`src/rtl/csr_ex_ctrl_if.sv`:
```
// csr_ex_ctrl_if: writeback, CSR and fetch-redirect signals of the
// exception/interrupt commit sequencer. The slave modport is the
// sequencer's view; the master modport is the surrounding pipeline.
interface csr_ex_ctrl_if;
    // writeback side
    logic        wb_valid;
    logic        wb_ex;
    logic [7:0]  wb_ecode;
    logic        wb_esubcode;
    logic        wb_ertn;
    logic [31:0] wb_pc;
    logic [31:0] wb_vaddr;
    // CSR side
    logic        has_int;
    logic [31:0] ex_entryPC;
    logic [31:0] new_pc;
    logic        ex_en;
    logic [7:0]  ecode;
    logic        esubcode;
    logic [31:0] pc;
    logic [31:0] vaddr;
    logic        ertn_flush;
    // pipeline control and fetch redirect
    logic        flush_pipe;
    logic        commit_stall;
    logic        redirect_valid;
    logic [31:0] redirect_pc;
    logic        redirect_ready;

    modport master (
        output wb_valid, wb_ex, wb_ecode, wb_esubcode, wb_ertn, wb_pc, wb_vaddr,
        output has_int, ex_entryPC, new_pc, redirect_ready,
        input  ex_en, ecode, esubcode, pc, vaddr, ertn_flush,
        input  flush_pipe, commit_stall, redirect_valid, redirect_pc
    );

    modport slave (
        input  wb_valid, wb_ex, wb_ecode, wb_esubcode, wb_ertn, wb_pc, wb_vaddr,
        input  has_int, ex_entryPC, new_pc, redirect_ready,
        output ex_en, ecode, esubcode, pc, vaddr, ertn_flush,
        output flush_pipe, commit_stall, redirect_valid, redirect_pc
    );
endinterface

```
`src/rtl/csr_ex_ctrl.sv`:
```
// csr_ex_ctrl: exception/interrupt commit sequencer between writeback and
// the CSR file. Accepts one event (interrupt > exception > ertn) in IDLE,
// strobes the CSR for one cycle while flushing, then holds a redirect to
// fetch until it is accepted.
// Build option: define CSR_EXCTRL_INT_EN to compile in the interrupt path
// and the post-ertn interrupt holdoff window; without it has_int is ignored.
module csr_ex_ctrl #(
    parameter int INT_HOLDOFF = 2,
    parameter int HOLD_W      = 4
) (
    input  logic          clk,
    input  logic          rst,
    csr_ex_ctrl_if.slave  bus
);

`ifdef CSR_EXCTRL_INT_EN
    typedef enum logic [1:0] {IDLE, CAPTURE, REDIRECT, HOLDOFF} state_t;
`else
    typedef enum logic [1:0] {IDLE, CAPTURE, REDIRECT} state_t;
`endif

    // A holdoff that the counter cannot represent is a build-time error.
    if (INT_HOLDOFF < 0 || INT_HOLDOFF >= (1 << HOLD_W)) begin : g_bad_holdoff
        $error("INT_HOLDOFF does not fit in HOLD_W bits");
    end

    state_t      state;
    logic        kind_ertn;
    logic        ex_en;
    logic        ertn_flush;
    logic        flush_pipe;
    logic        commit_stall;
    logic        redirect_valid;
    logic [31:0] redirect_pc;
    logic [7:0]  ecode;
    logic        esubcode;
    logic [31:0] pc;
    logic [31:0] vaddr;
`ifdef CSR_EXCTRL_INT_EN
    logic [HOLD_W-1:0] hold_cnt;
`endif

    logic take_int;
    logic take_ex;
    logic take_ertn;
    logic accept;

    // Event arbitration: interrupt beats exception beats ertn; only IDLE
    // accepts, which also masks interrupts in every other state.
    always_comb begin
        take_int = 1'b0;
`ifdef CSR_EXCTRL_INT_EN
        take_int = bus.has_int;
`endif
        take_ex   = ~take_int & bus.wb_ex;
        take_ertn = ~take_int & ~bus.wb_ex & bus.wb_ertn;
        accept    = (state == IDLE) & bus.wb_valid & (take_int | take_ex | take_ertn);
    end

    // Sequencer FSM with registered strobes, redirect and captured payload.
    always_ff @(posedge clk or posedge rst) begin
        if (rst) begin
            state          <= IDLE;
            kind_ertn      <= 1'b0;
            ex_en          <= 1'b0;
            ertn_flush     <= 1'b0;
            flush_pipe     <= 1'b0;
            commit_stall   <= 1'b0;
            redirect_valid <= 1'b0;
            redirect_pc    <= 32'h0;
            ecode          <= 8'h0;
            esubcode       <= 1'b0;
            pc             <= 32'h0;
            vaddr          <= 32'h0;
`ifdef CSR_EXCTRL_INT_EN
            hold_cnt       <= '0;
`endif
        end else begin
            case (state)
                IDLE: begin
                    if (accept) begin
                        state        <= CAPTURE;
                        kind_ertn    <= take_ertn;
                        ex_en        <= ~take_ertn;
                        ertn_flush   <= take_ertn;
                        flush_pipe   <= 1'b1;
                        commit_stall <= 1'b1;
                        if (take_int) begin
                            ecode    <= 8'h00;
                            esubcode <= 1'b0;
                            pc       <= bus.wb_pc;
                            vaddr    <= 32'h0;
                        end else if (take_ex) begin
                            ecode    <= bus.wb_ecode;
                            esubcode <= bus.wb_esubcode;
                            pc       <= bus.wb_pc;
                            vaddr    <= bus.wb_vaddr;
                        end
                    end
                end
                CAPTURE: begin
                    // new_pc is sampled here, before the CSR applies ertn.
                    ex_en          <= 1'b0;
                    ertn_flush     <= 1'b0;
                    flush_pipe     <= 1'b0;
                    redirect_valid <= 1'b1;
                    redirect_pc    <= kind_ertn ? bus.new_pc : bus.ex_entryPC;
                    state          <= REDIRECT;
                end
                REDIRECT: begin
                    if (bus.redirect_ready) begin
                        redirect_valid <= 1'b0;
                        commit_stall   <= 1'b0;
                        state          <= IDLE;
`ifdef CSR_EXCTRL_INT_EN
                        if (kind_ertn && (INT_HOLDOFF > 0)) begin
                            state    <= HOLDOFF;
                            hold_cnt <= HOLD_W'(INT_HOLDOFF);
                        end
`endif
                    end
                end
`ifdef CSR_EXCTRL_INT_EN
                HOLDOFF: begin
                    if (hold_cnt <= HOLD_W'(1)) begin
                        hold_cnt <= '0;
                        state    <= IDLE;
                    end else begin
                        hold_cnt <= hold_cnt - HOLD_W'(1);
                    end
                end
`endif
                default: state <= IDLE;
            endcase
        end
    end

    assign bus.ex_en          = ex_en;
    assign bus.ertn_flush     = ertn_flush;
    assign bus.flush_pipe     = flush_pipe;
    assign bus.commit_stall   = commit_stall;
    assign bus.redirect_valid = redirect_valid;
    assign bus.redirect_pc    = redirect_pc;
    assign bus.ecode          = ecode;
    assign bus.esubcode       = esubcode;
    assign bus.pc             = pc;
    assign bus.vaddr          = vaddr;

endmodule

```
`src/flat_wrapper.sv`:
```
// flat-port wrapper written by rule: the top's interface ports become plain ports
module csr_ex_ctrl_flat 
#(
    parameter int INT_HOLDOFF = 2,
    parameter int HOLD_W      = 4
)
  (clk, rst, bus_wb_valid, bus_wb_ex, bus_wb_ecode, bus_wb_esubcode, bus_wb_ertn, bus_wb_pc, bus_wb_vaddr, bus_has_int, bus_ex_entryPC, bus_new_pc, bus_redirect_ready, bus_ex_en, bus_ecode, bus_esubcode, bus_pc, bus_vaddr, bus_ertn_flush, bus_flush_pipe, bus_commit_stall, bus_redirect_valid, bus_redirect_pc);
  csr_ex_ctrl_if bus_i ();
  input  logic clk;
  input  logic rst;
  input wire logic [$bits(bus_i.wb_valid)-1:0] bus_wb_valid;
  input wire logic [$bits(bus_i.wb_ex)-1:0] bus_wb_ex;
  input wire logic [$bits(bus_i.wb_ecode)-1:0] bus_wb_ecode;
  input wire logic [$bits(bus_i.wb_esubcode)-1:0] bus_wb_esubcode;
  input wire logic [$bits(bus_i.wb_ertn)-1:0] bus_wb_ertn;
  input wire logic [$bits(bus_i.wb_pc)-1:0] bus_wb_pc;
  input wire logic [$bits(bus_i.wb_vaddr)-1:0] bus_wb_vaddr;
  input wire logic [$bits(bus_i.has_int)-1:0] bus_has_int;
  input wire logic [$bits(bus_i.ex_entryPC)-1:0] bus_ex_entryPC;
  input wire logic [$bits(bus_i.new_pc)-1:0] bus_new_pc;
  input wire logic [$bits(bus_i.redirect_ready)-1:0] bus_redirect_ready;
  output wire logic [$bits(bus_i.ex_en)-1:0] bus_ex_en;
  output wire logic [$bits(bus_i.ecode)-1:0] bus_ecode;
  output wire logic [$bits(bus_i.esubcode)-1:0] bus_esubcode;
  output wire logic [$bits(bus_i.pc)-1:0] bus_pc;
  output wire logic [$bits(bus_i.vaddr)-1:0] bus_vaddr;
  output wire logic [$bits(bus_i.ertn_flush)-1:0] bus_ertn_flush;
  output wire logic [$bits(bus_i.flush_pipe)-1:0] bus_flush_pipe;
  output wire logic [$bits(bus_i.commit_stall)-1:0] bus_commit_stall;
  output wire logic [$bits(bus_i.redirect_valid)-1:0] bus_redirect_valid;
  output wire logic [$bits(bus_i.redirect_pc)-1:0] bus_redirect_pc;
  assign bus_i.wb_valid = bus_wb_valid;
  assign bus_i.wb_ex = bus_wb_ex;
  assign bus_i.wb_ecode = bus_wb_ecode;
  assign bus_i.wb_esubcode = bus_wb_esubcode;
  assign bus_i.wb_ertn = bus_wb_ertn;
  assign bus_i.wb_pc = bus_wb_pc;
  assign bus_i.wb_vaddr = bus_wb_vaddr;
  assign bus_i.has_int = bus_has_int;
  assign bus_i.ex_entryPC = bus_ex_entryPC;
  assign bus_i.new_pc = bus_new_pc;
  assign bus_i.redirect_ready = bus_redirect_ready;
  assign bus_ex_en = bus_i.ex_en;
  assign bus_ecode = bus_i.ecode;
  assign bus_esubcode = bus_i.esubcode;
  assign bus_pc = bus_i.pc;
  assign bus_vaddr = bus_i.vaddr;
  assign bus_ertn_flush = bus_i.ertn_flush;
  assign bus_flush_pipe = bus_i.flush_pipe;
  assign bus_commit_stall = bus_i.commit_stall;
  assign bus_redirect_valid = bus_i.redirect_valid;
  assign bus_redirect_pc = bus_i.redirect_pc;
  csr_ex_ctrl #(.INT_HOLDOFF(INT_HOLDOFF), .HOLD_W(HOLD_W)) u_core (.clk(clk), .rst(rst), .bus(bus_i));
endmodule
```
`config.mk`:
```
export PLATFORM = sky130hd
export DESIGN_NAME = csr_ex_ctrl_flat
export DESIGN_NICKNAME = d
export VERILOG_FILES = /design/src/rtl/csr_ex_ctrl_if.sv /design/src/rtl/csr_ex_ctrl.sv /design/src/flat_wrapper.sv
export SDC_FILE = /design/constraint.sdc
export NUM_CORES = 1
export LEC_CHECK = 0
export CAP_MARGIN = 20
export CORE_ASPECT_RATIO = 2
export CORE_MARGIN = 5
export CORE_UTILIZATION = 55
export CTS_CLUSTER_SIZE = 12
export DETAILED_ROUTE_END_ITERATION = 6
export DONT_BUFFER_PORTS = 1
export PLACE_DENSITY = 0.7
export RECOVER_POWER = 25
export SLEW_MARGIN = 30
export SYNTH_ARGS = -nofsm -noshare
export SYNTH_HDL_FRONTEND = slang
export SYNTH_SLANG_ARGS = --single-unit
export TNS_END_PERCENT = 50
```
`constraint.sdc`:
```
create_clock -name clk -period 11 [get_ports clk]
set_clock_uncertainty 0.2 [all_clocks]
set_input_delay 1.65 -clock clk [delete_from_list [all_inputs] [get_ports clk]]
set_output_delay 1.65 -clock clk [all_outputs]
set_load 0.03 [all_outputs]
```
* Word-level counts from Yosys, hierarchy flattened
Cells that the tools add are included.
Word-level totals: input bits 144, word-level logic and storage cells 45, output and inout bits 110, register bits after elaboration 113
Cells by class: bitwise gates (word level) 6, muxes and demuxes 13, reductions and logical operators 10, equal/unequal tests 4
Operators with widths (count):
- $mux 32 | 1
- $pmux 1 s2 | 5
- $reduce_and 2->1 | 4
- $pmux 2 s3 | 1
- $reduce_and 3->1 | 2
- $reduce_bool 2->1 | 3
- $mux 1 | 4
- $mux 2 | 2
- $and 1x1->1 | 3
- $eq 2x1->1 const B | 1
- $eq 2x2->1 const B | 1
- $logic_not 2->1 | 1
- $ne 2x1->1 const B | 1
- $ne 2x2->1 const B | 1
- $not 1->1 | 2
- $or 1x1->1 | 1

* Depth between registers and ports, before layout
Gate-level depths: netlist of the first run.
word-level depth 6, gate-level depth with buffers 5, depth with buffers taken out 3

* Least setup slack after synthesis of the first run
No wires, ideal clock.
path kind input -> register, start in bus_wb_valid, end reg u_core.pc[10], in the netlist u_core.bus.pc[10], buffers on the path 2, cell stages on the path 5, arrival time 2.593 ns, slack 8.082 ns, cells stage by stage nor3b_2 and2_4 buf_12 buf_12 mux2_4
On the way: cells in the longest elaborated chain, start to end 3
Ends and longest elaborated chain:
- start, declared | RTL line flat_wrapper.sv:11 | input wire logic [$bits(bus_i.wb_valid)-1:0] bus_wb_valid;
- $and 1x1->1 (2 in a row) | RTL line csr_ex_ctrl.sv:57 | accept = (state == IDLE) & bus.wb_valid & (take_int | take_ex | take_ertn);
- $reduce_and 3->1 (no source line)
- end signal, assigned | RTL line csr_ex_ctrl.sv:91 | pc <= bus.wb_pc;
- end signal, assigned | RTL line csr_ex_ctrl.sv:96 | pc <= bus.wb_pc;
- end, declared | RTL line csr_ex_ctrl.sv:37 | logic [31:0] pc;
No other way between the ends. A chain may end at the register's enable or synchronous reset.

==> results of run 1 <==
[layout by cell type, fill, tap and decap left out, types with 2 or more instances in the layout]
| cell type | n |
|---|---|
| dfrtp_1 | 112 |
| mux2_4 | 48 |
| nand2_1 | 35 |
| o21ai_0 | 34 |
| mux2i_1 | 32 |
| mux2_2 | 25 |
| clkbuf_16 | 17 |
| bufinv_16 | 4 |
| clkbuf_1 | 3 |
| clkinv_2 | 3 |
| clkinvlp_4 | 3 |
| a21oi_1 | 2 |
| a21o_1 | 2 |
| clkbuf_8 | 2 |
[registers in the layout (all words and copies together) (netlist names)]
register,flops
u_core.bus.commit_stall,1
u_core.bus.esubcode,1
u_core.bus.vaddr,32
u_core.bus.pc,32
u_core.bus.ecode,8
u_core.bus.flush_pipe,1
u_core.bus.ex_en,1
u_core.bus.ertn_flush,1
u_core.state,2
u_core.bus.redirect_pc,32
u_core.kind_ertn,1
u_core.bus.redirect_valid,1
[logic make-up (layout without fill, tap and decap cells)]
family                 Yosys count  after routing  synth area share, %
muxes                          105            105                 27.8
and+or+nand+nor                 41             41                 3.74
DFF                            113            113                 59.5
AOI/OAI and AO/OA               43             43                 4.92
buffers and inverters           21             36                 4.08
[layout make-up]
cell class                      count  area [um^2]  area share (%)
Clock inverter                     10          158            2.96
Tap cell                          100          125            2.35
Timing Repair Buffer                2         18.8           0.352
Inverter                            2         8.76           0.164
Multi-Input combinational cell    189         1730            32.4
Clock buffer                       22          464            8.71
Sequential cell                   113         2830            53.1
[power groups by stage]
stage | Clock (mW) | Combinational, mW | Sequential, mW
2_1_floorplan | 0 | 0.294 | 1.05
3_3_place_gp | 0 | 0.284 | 1.12
3_5_place_dp | 0 | 0.294 | 1.13
4_1_cts | 0.580 | 0.296 | 1.12
5_1_grt | 0.597 | 0.327 | 1.14
6_report | 0.568 | 0.290 | 1.11
[stage by stage]
stage	utilization [%]	hold WS, ns
final	62.5	0.377
after global routing	62.5	0.433
after CTS	62.6	0.420
after detailed placement	55.3	0.399
after global placement	55.3	0.366
after floorplan	-	0.319
[worst reg2reg max path: cells and delay by family, from the launching register on]
kind / cells / cell delay (ns)
AND/OR/NAND/NOR: 1 / 1.48
AO/OA/AOI/OAI: 1 / 0.35
flip-flops: 1 / 0.45
[routing by layer]
metal,share of wire (%),global-route usage [%]
met4,3.1,10.6
met1,32,18.4
met5,0,0
met2,52,29.8
met3,13,8.87
[worst paths after layout]
| path | startpoint | to | slack [ns] |
|---|---|---|---|
| max | rst | u_core.bus.pc[16] | 7.61 |
| min | u_core.state[0] | u_core.bus.ertn_flush | 0.38 |
| max reg2reg | u_core.state[1] | u_core.bus.redirect_pc[9] | 8.31 |
| min reg2reg | u_core.state[0] | u_core.bus.ertn_flush | 0.38 |
| max in group clk | bus_wb_valid | u_core.bus.vaddr[27] | 7.76 |
| min in group asynchronous | rst | u_core.bus.redirect_pc[2] | 1.42 |
==> impl_metrics.py, run 1 <==
metrics = {
    "floorplanning": {
        "area_of_the_die_mm2": 0.0107,
        "num_rows": 48,
        "die_x_um": 75.8,
        "core_area_mm2": 0.00853,
        "floorplan.initialDensity_pct": 55.8,
        "dieHeight_um": 142,
        "floorplan.io_pins": 254,
    },
    "grt": {
        "wire_length_of_the_first_global_routing_pass_um": 14500,
        "via_count_of_the_first_global_routing_pass": 2735,
        "grt_start_max_net_pins": 75,
        "total_global_route_track_usage_pct": 18.4,
        "antenna_found_initial": 0,
        "grt_overflow_total": 0,
    },
    "critical_path": {
        "critical_path_data_required_time_ns": 11.22,
        "ordered_list_of_cells_on_the_worst_path": "clkinvlp_2 > buf_4",
        "timing.setup.critical_path_class": "in -> async",
        "critical_path_cell_count": 2,
        "critPathBufInv": 2,
        "cp_top_family": "buffers and inverters",
        "depth_of_the_worst_register_to_register_path": 2,
        "end_kind": "asynchronous set/reset pin",
        "path_max_fanout": 68,
        "crit_path_start_kind": "input pin",
        "worstPathArrival_ns": 3.62,
        "critical-path-max-stage-delay_ns": 1.08,
        "crit_path_top_delay_cell": "clkinvlp_2",
    },
    "pwr": {
        "cellInternalPower_mw": 1.17,
        "power.switching_fraction_pct": 40.6,
        "p_total_mw": 1.97,
        "power_leakage_nw": 2.44,
        "power_per_cell_area_mw_per_mm2": 370,
        "power.share.combinational_pct": 14.7,
        "switching_power_mw": 0.801,
        "power.share.sequential_pct": 56.5,
        "max-vdd-ir-drop_mv": 0.174,
        "pwr-share-clk_pct": 28.8,
    },
    "cells_and_area": {
        "syn2layout_area_growth_pct": 12.1,
        "final_nets": 469,
        "nFillCells": 663,
        "stdcell_area_mm2": 0.00533,
        "post_layout_nonfiller_instances": 438,
        "post_route_cells_drive_above_1_share_pct": 31.4,
        "num_antenna_cells": 0,
    },
    "clock_tree": {
        "numClockSinks": 113,
        "cts_made_buffers": 17,
        "clock_transition_at_the_registers_of_the_reported_paths_ns": 0.05,
        "hold_buffers": 0,
        "tritoncts_clock_tree": "done",
        "post_cts.resized_instances": 0,
        "postCtsSetupRepairBufs": 0,
        "clock_tree.buffer_depth": 2,
        "ctsRootBufferMaster": "clkbuf_16",
        "clock_latency_ns": 0.40,
        "h-tree-depth": 4,
    },
    "synth": {
        "post_synth_num_cell_types": 24,
        "synth.cell_area_mm2": 0.00476,
        "synth_nets": 467,
        "synth_top_area_share_pct": 59.5,
        "synthesis.area_per_instance_um2": 14.7,
        "synth-async-reset-ratio_pct": 100,
        "postSynthCellCount": 323,
        "yosys_register_bits": 113,
        "synth_area_leaders": "dfrtp_1 (59%), mux2_4 (15%), mux2i_1 (6.7%)",
        "netlist.top_cell.by_area": "dfrtp_1",
        "yosys_warnings": 0,
        "post-synth-top-count-cell": "dfrtp_1",
        "synth.top_cells.by_count": "dfrtp_1 (113), mux2_4 (48), nand2_1 (35)",
        "post_synth_edffs": 0,
        "synth_sequential_area_ratio_pct": 59.5,
        "synth_ff_type": "dfrtp_1",
    },
    "status": {
        "violations": "capacitance limit, slew limit",
        "outcome": "finished with violations",
    },
    "placed_design": {
        "placed_area_mm2": 0.00472,
        "place.port_buffers": 0,
        "post-place-ws_ns": 7.54,
        "gp_routability_congestion": 0.741,
        "dp_hpwl_um": 7200,
        "placed_cells_incl_taps": 406,
    },
    "sta": {
        "post_route_setup_tns_ns": 0,
        "hold_violations": 0,
        "postLayoutSetupSlackWorst_ns": 7.61,
        "setup_viol_count_final": 0,
        "timing_max_transition_violations_final": 115,
        "slew_headroom_pct": -30.6,
        "rsz0062_at_grt": "false",
        "timing.final.crit_period_ns": 3.39,
        "max_clock_freq_mhz": 295,
        "timing.final.crit_share_pct": 30.9,
        "worst_slew_pin_slew_ns": 1.96,
    },
    "job": {
        "maxCapViolations": 2,
    },
    "hold_path": {
        "min_path_type": "reg -> reg",
        "timing.hold.worst_path_depth": 1,
    },
    "routing": {
        "detail_route.first_pass.iterations": 4,
        "first_iter_violations": 135,
        "vias": 2488,
        "drt-vias-per-instance": 5.68,
        "route.detailed.wl_per_inst_um": 22.5,
        "antenna_left": 0,
        "routed_wirelength_um": 9860,
        "drc": 0,
    },
}
Note: power is estimated with default switching activity, not from simulation.
==> inputs of run 2 (changes only) <==
==> constraint.sdc (replaced) <==
create_clock -name clk -period 3.5 [get_ports clk]
set_clock_uncertainty 0.2 [all_clocks]
set_input_delay 0.525 -clock clk [delete_from_list [all_inputs] [get_ports clk]]
set_output_delay 0.525 -clock clk [all_outputs]
set_load 0.03 [all_outputs]
==> run 2 against run 1 <==
Effect of this change: the run now ends clean; total power rose to 3.1 times the previous value; worst hold slack got worse by 0.34 ns; largest power group unchanged; clock power increased to 3.0 times the previous value; clock-buffer cell count is the same; register-to-register slack got worse by 7.3 ns; routed wire length shrank 0.89%; design area grew 0.63%; via count grew 0.92%; combinational power increased to 3.2 times the previous value.
==> impl_metrics.py, run 2 (same netlist as run 1, synthesis figures left out) <==
metrics = {
    "job": {
        "maxCapViolations": 0,
    },
    "critical_path": {
        "timing.setup.critical_path_class": "reg -> reg",
        "crit_path_top_delay_cell": "and2_4",
        "critical-path-max-stage-delay_ns": 0.56,
        "ordered_list_of_cells_on_the_worst_path": "nor3b_1 > and2_4 > buf_12 > mux2_2",
        "cp_top_family": "simple AND/OR/NAND/NOR gates",
        "crit_path_start_kind": "flop",
        "worstPathArrival_ns": 2.56,
        "critical_path_data_required_time_ns": 3.57,
        "regToRegStartpoint": "u_core.state[0]",
        "path_max_fanout": 47,
        "cp-startpoint": "u_core.state[0]",
        "end_kind": "flop",
        "critPathBufInv": 1,
    },
    "routing": {
        "detail_route.first_pass.iterations": 2,
        "drc": 0,
        "met2WireLength_um": 5220,
        "met1_length_um": 3140,
        "routed.top_layer": "met4",
        "vias": 2511,
        "route.detailed.wl_per_inst_um": 22.2,
        "first_iter_violations": 93,
        "antenna_left": 0,
        "dr_wl_met3_um": 1160,
        "drt-vias-per-instance": 5.71,
        "routed_wirelength_um": 9770,
    },
    "sta": {
        "max_clock_freq_mhz": 402,
        "rsz0062_at_grt": "false",
        "slew_headroom_pct": 40.4,
        "setup_viol_count_final": 0,
        "timing.final.crit_period_ns": 2.49,
        "timing.final.crit_share_pct": 71.0,
        "worst_slew_pin_slew_ns": 0.895,
        "hold_violations": 0,
        "post_route_setup_tns_ns": 0,
        "timing_max_transition_violations_final": 0,
    },
    "pwr": {
        "power_leakage_nw": 2.46,
        "max-vdd-ir-drop_mv": 0.549,
        "power_per_cell_area_mw_per_mm2": 1140,
    },
    "cells_and_area": {
        "fin_util_pct": 62.9,
        "final_nets": 471,
        "num_antenna_cells": 0,
        "reg.largest.list": "u_core.bus.pc x32, u_core.bus.redirect_pc x32, u_core.bus.vaddr x32",
        "syn2layout_area_growth_pct": 12.8,
        "final_common_cell": "dfrtp_1",
        "post_route_cells_drive_above_1_share_pct": 32.4,
        "most_frequent_cells_in_the_layout": "dfrtp_1 (112), mux2_4 (48), nand2_1 (35)",
    },
    "grt": {
        "grt_start_max_net_pins": 71,
        "total_global_route_track_usage_pct": 17.9,
        "via_count_of_the_first_global_routing_pass": 2803,
        "antenna_found_initial": 0,
        "wire_length_of_the_first_global_routing_pass_um": 14400,
        "grt_overflow_total": 0,
    },
    "floorplanning": {
        "area_of_the_die_mm2": 0.0107,
        "floorplan.io_pins": 254,
        "num_rows": 48,
        "dieHeight_um": 142,
        "core_area_mm2": 0.00853,
        "die_x_um": 75.8,
        "floorplan.initialDensity_pct": 55.8,
    },
    "clock_tree": {
        "ctsRootBufferMaster": "clkbuf_16",
        "clock_latency_ns": 0.39,
        "numClockSinks": 113,
        "tritoncts_clock_tree": "done",
        "post_cts.resized_instances": 0,
        "clock_transition_at_the_registers_of_the_reported_paths_ns": 0.05,
        "cts_made_buffers": 17,
        "h-tree-depth": 4,
        "clock_tree.buffer_depth": 2,
    },
    "status": {
        "outcome": "completed",
    },
    "hold_path": {
        "min_path_type": "in -> reg",
        "hold_start": "bus_redirect_ready",
    },
    "placed_design": {
        "place.port_buffers": 0,
        "dp_hpwl_um": 7360,
        "gp_routability_congestion": 0.716,
    },
}
run 2: cell types whose count changed in the layout (fill, tap and decap cells not counted), sizes merged:
| cell | previous run | this run |
|---|---|---|
| buf | 2 | 3 |
| bufinv | 4 | 3 |
| clkinv | 3 | 4 |
| dlygate4sd3 | 0 | 1 |
run 2: layout make-up:
| class | count | area (um^2) |
|---|---|---|
| clock buffers | 22 | 474 |
| clock inverters | 10 | 133 |
| fillers | 621 | 3160 |
| inverters | 2 | 8.76 |
| multi-input cells | 189 | 1740 |
| flip-flops and latches | 113 | 2830 |
| well taps | 100 | 125 |
| repair buffers | 4 | 57.6 |
run 2: worst paths after layout:
kind                            slack, ns  cells past startpoint                    end
worst max-delay path                 1.01                      4    u_core.bus.vaddr[8]
worst min-delay path                 0.04                      1        u_core.state[1]
worst max register to register       1.01                      4    u_core.bus.vaddr[8]
worst min register to register       0.40                      2  u_core.bus.ertn_flush
max in group asynchronous            1.76                      3       u_core.kind_ertn
min in group asynchronous            0.53                      2      u_core.bus.pc[22]
run 2: power by group:
part | internal (mW) | switching (mW) | leakage (nW)
clock | 1.17 | 0.547 | 0.292
combinational | 0.605 | 0.309 | 0.825
sequential | 1.86 | 1.65 | 1.34
run 2: metal layers:
layer	vias up	global-route usage, %
li1	1131	-
met4	0	8.66
met2	159	30.6
met1	1200	17.7
met3	21	7.73
met5	-	0
run 2: timing repair:
| item | in CTS | in global routing |
|---|---|---|
| endpoints found under the hold margin | 17 | 0 |
| hold buffers | 1 | 0 |
| setup buffers | 0 | 0 |
run 2: worst reg2reg max path: stages, from the launching register on:
cell,delay [ns]
dfrtp_1,0.46
nor3b_1,0.38
and2_4,0.56
buf_12,0.36
mux2_2,0.42
run 2: through the flow:
step	total power [mW]	std cells	worst slack (ns)	instance area, um^2	hold WS (ns)
2_1_floorplan	4.21	323	1.40	4760	0.319
3_3_place_gp	4.42	407	1.19	4750	0.215
3_5_place_dp	4.47	407	1.14	4750	0.219
4_1_cts	6.21	440	1.15	5370	0.0200
5_1_grt	6.42	440	0.823	5360	0.0579
6_report	6.14	440	1.01	5360	0.0420
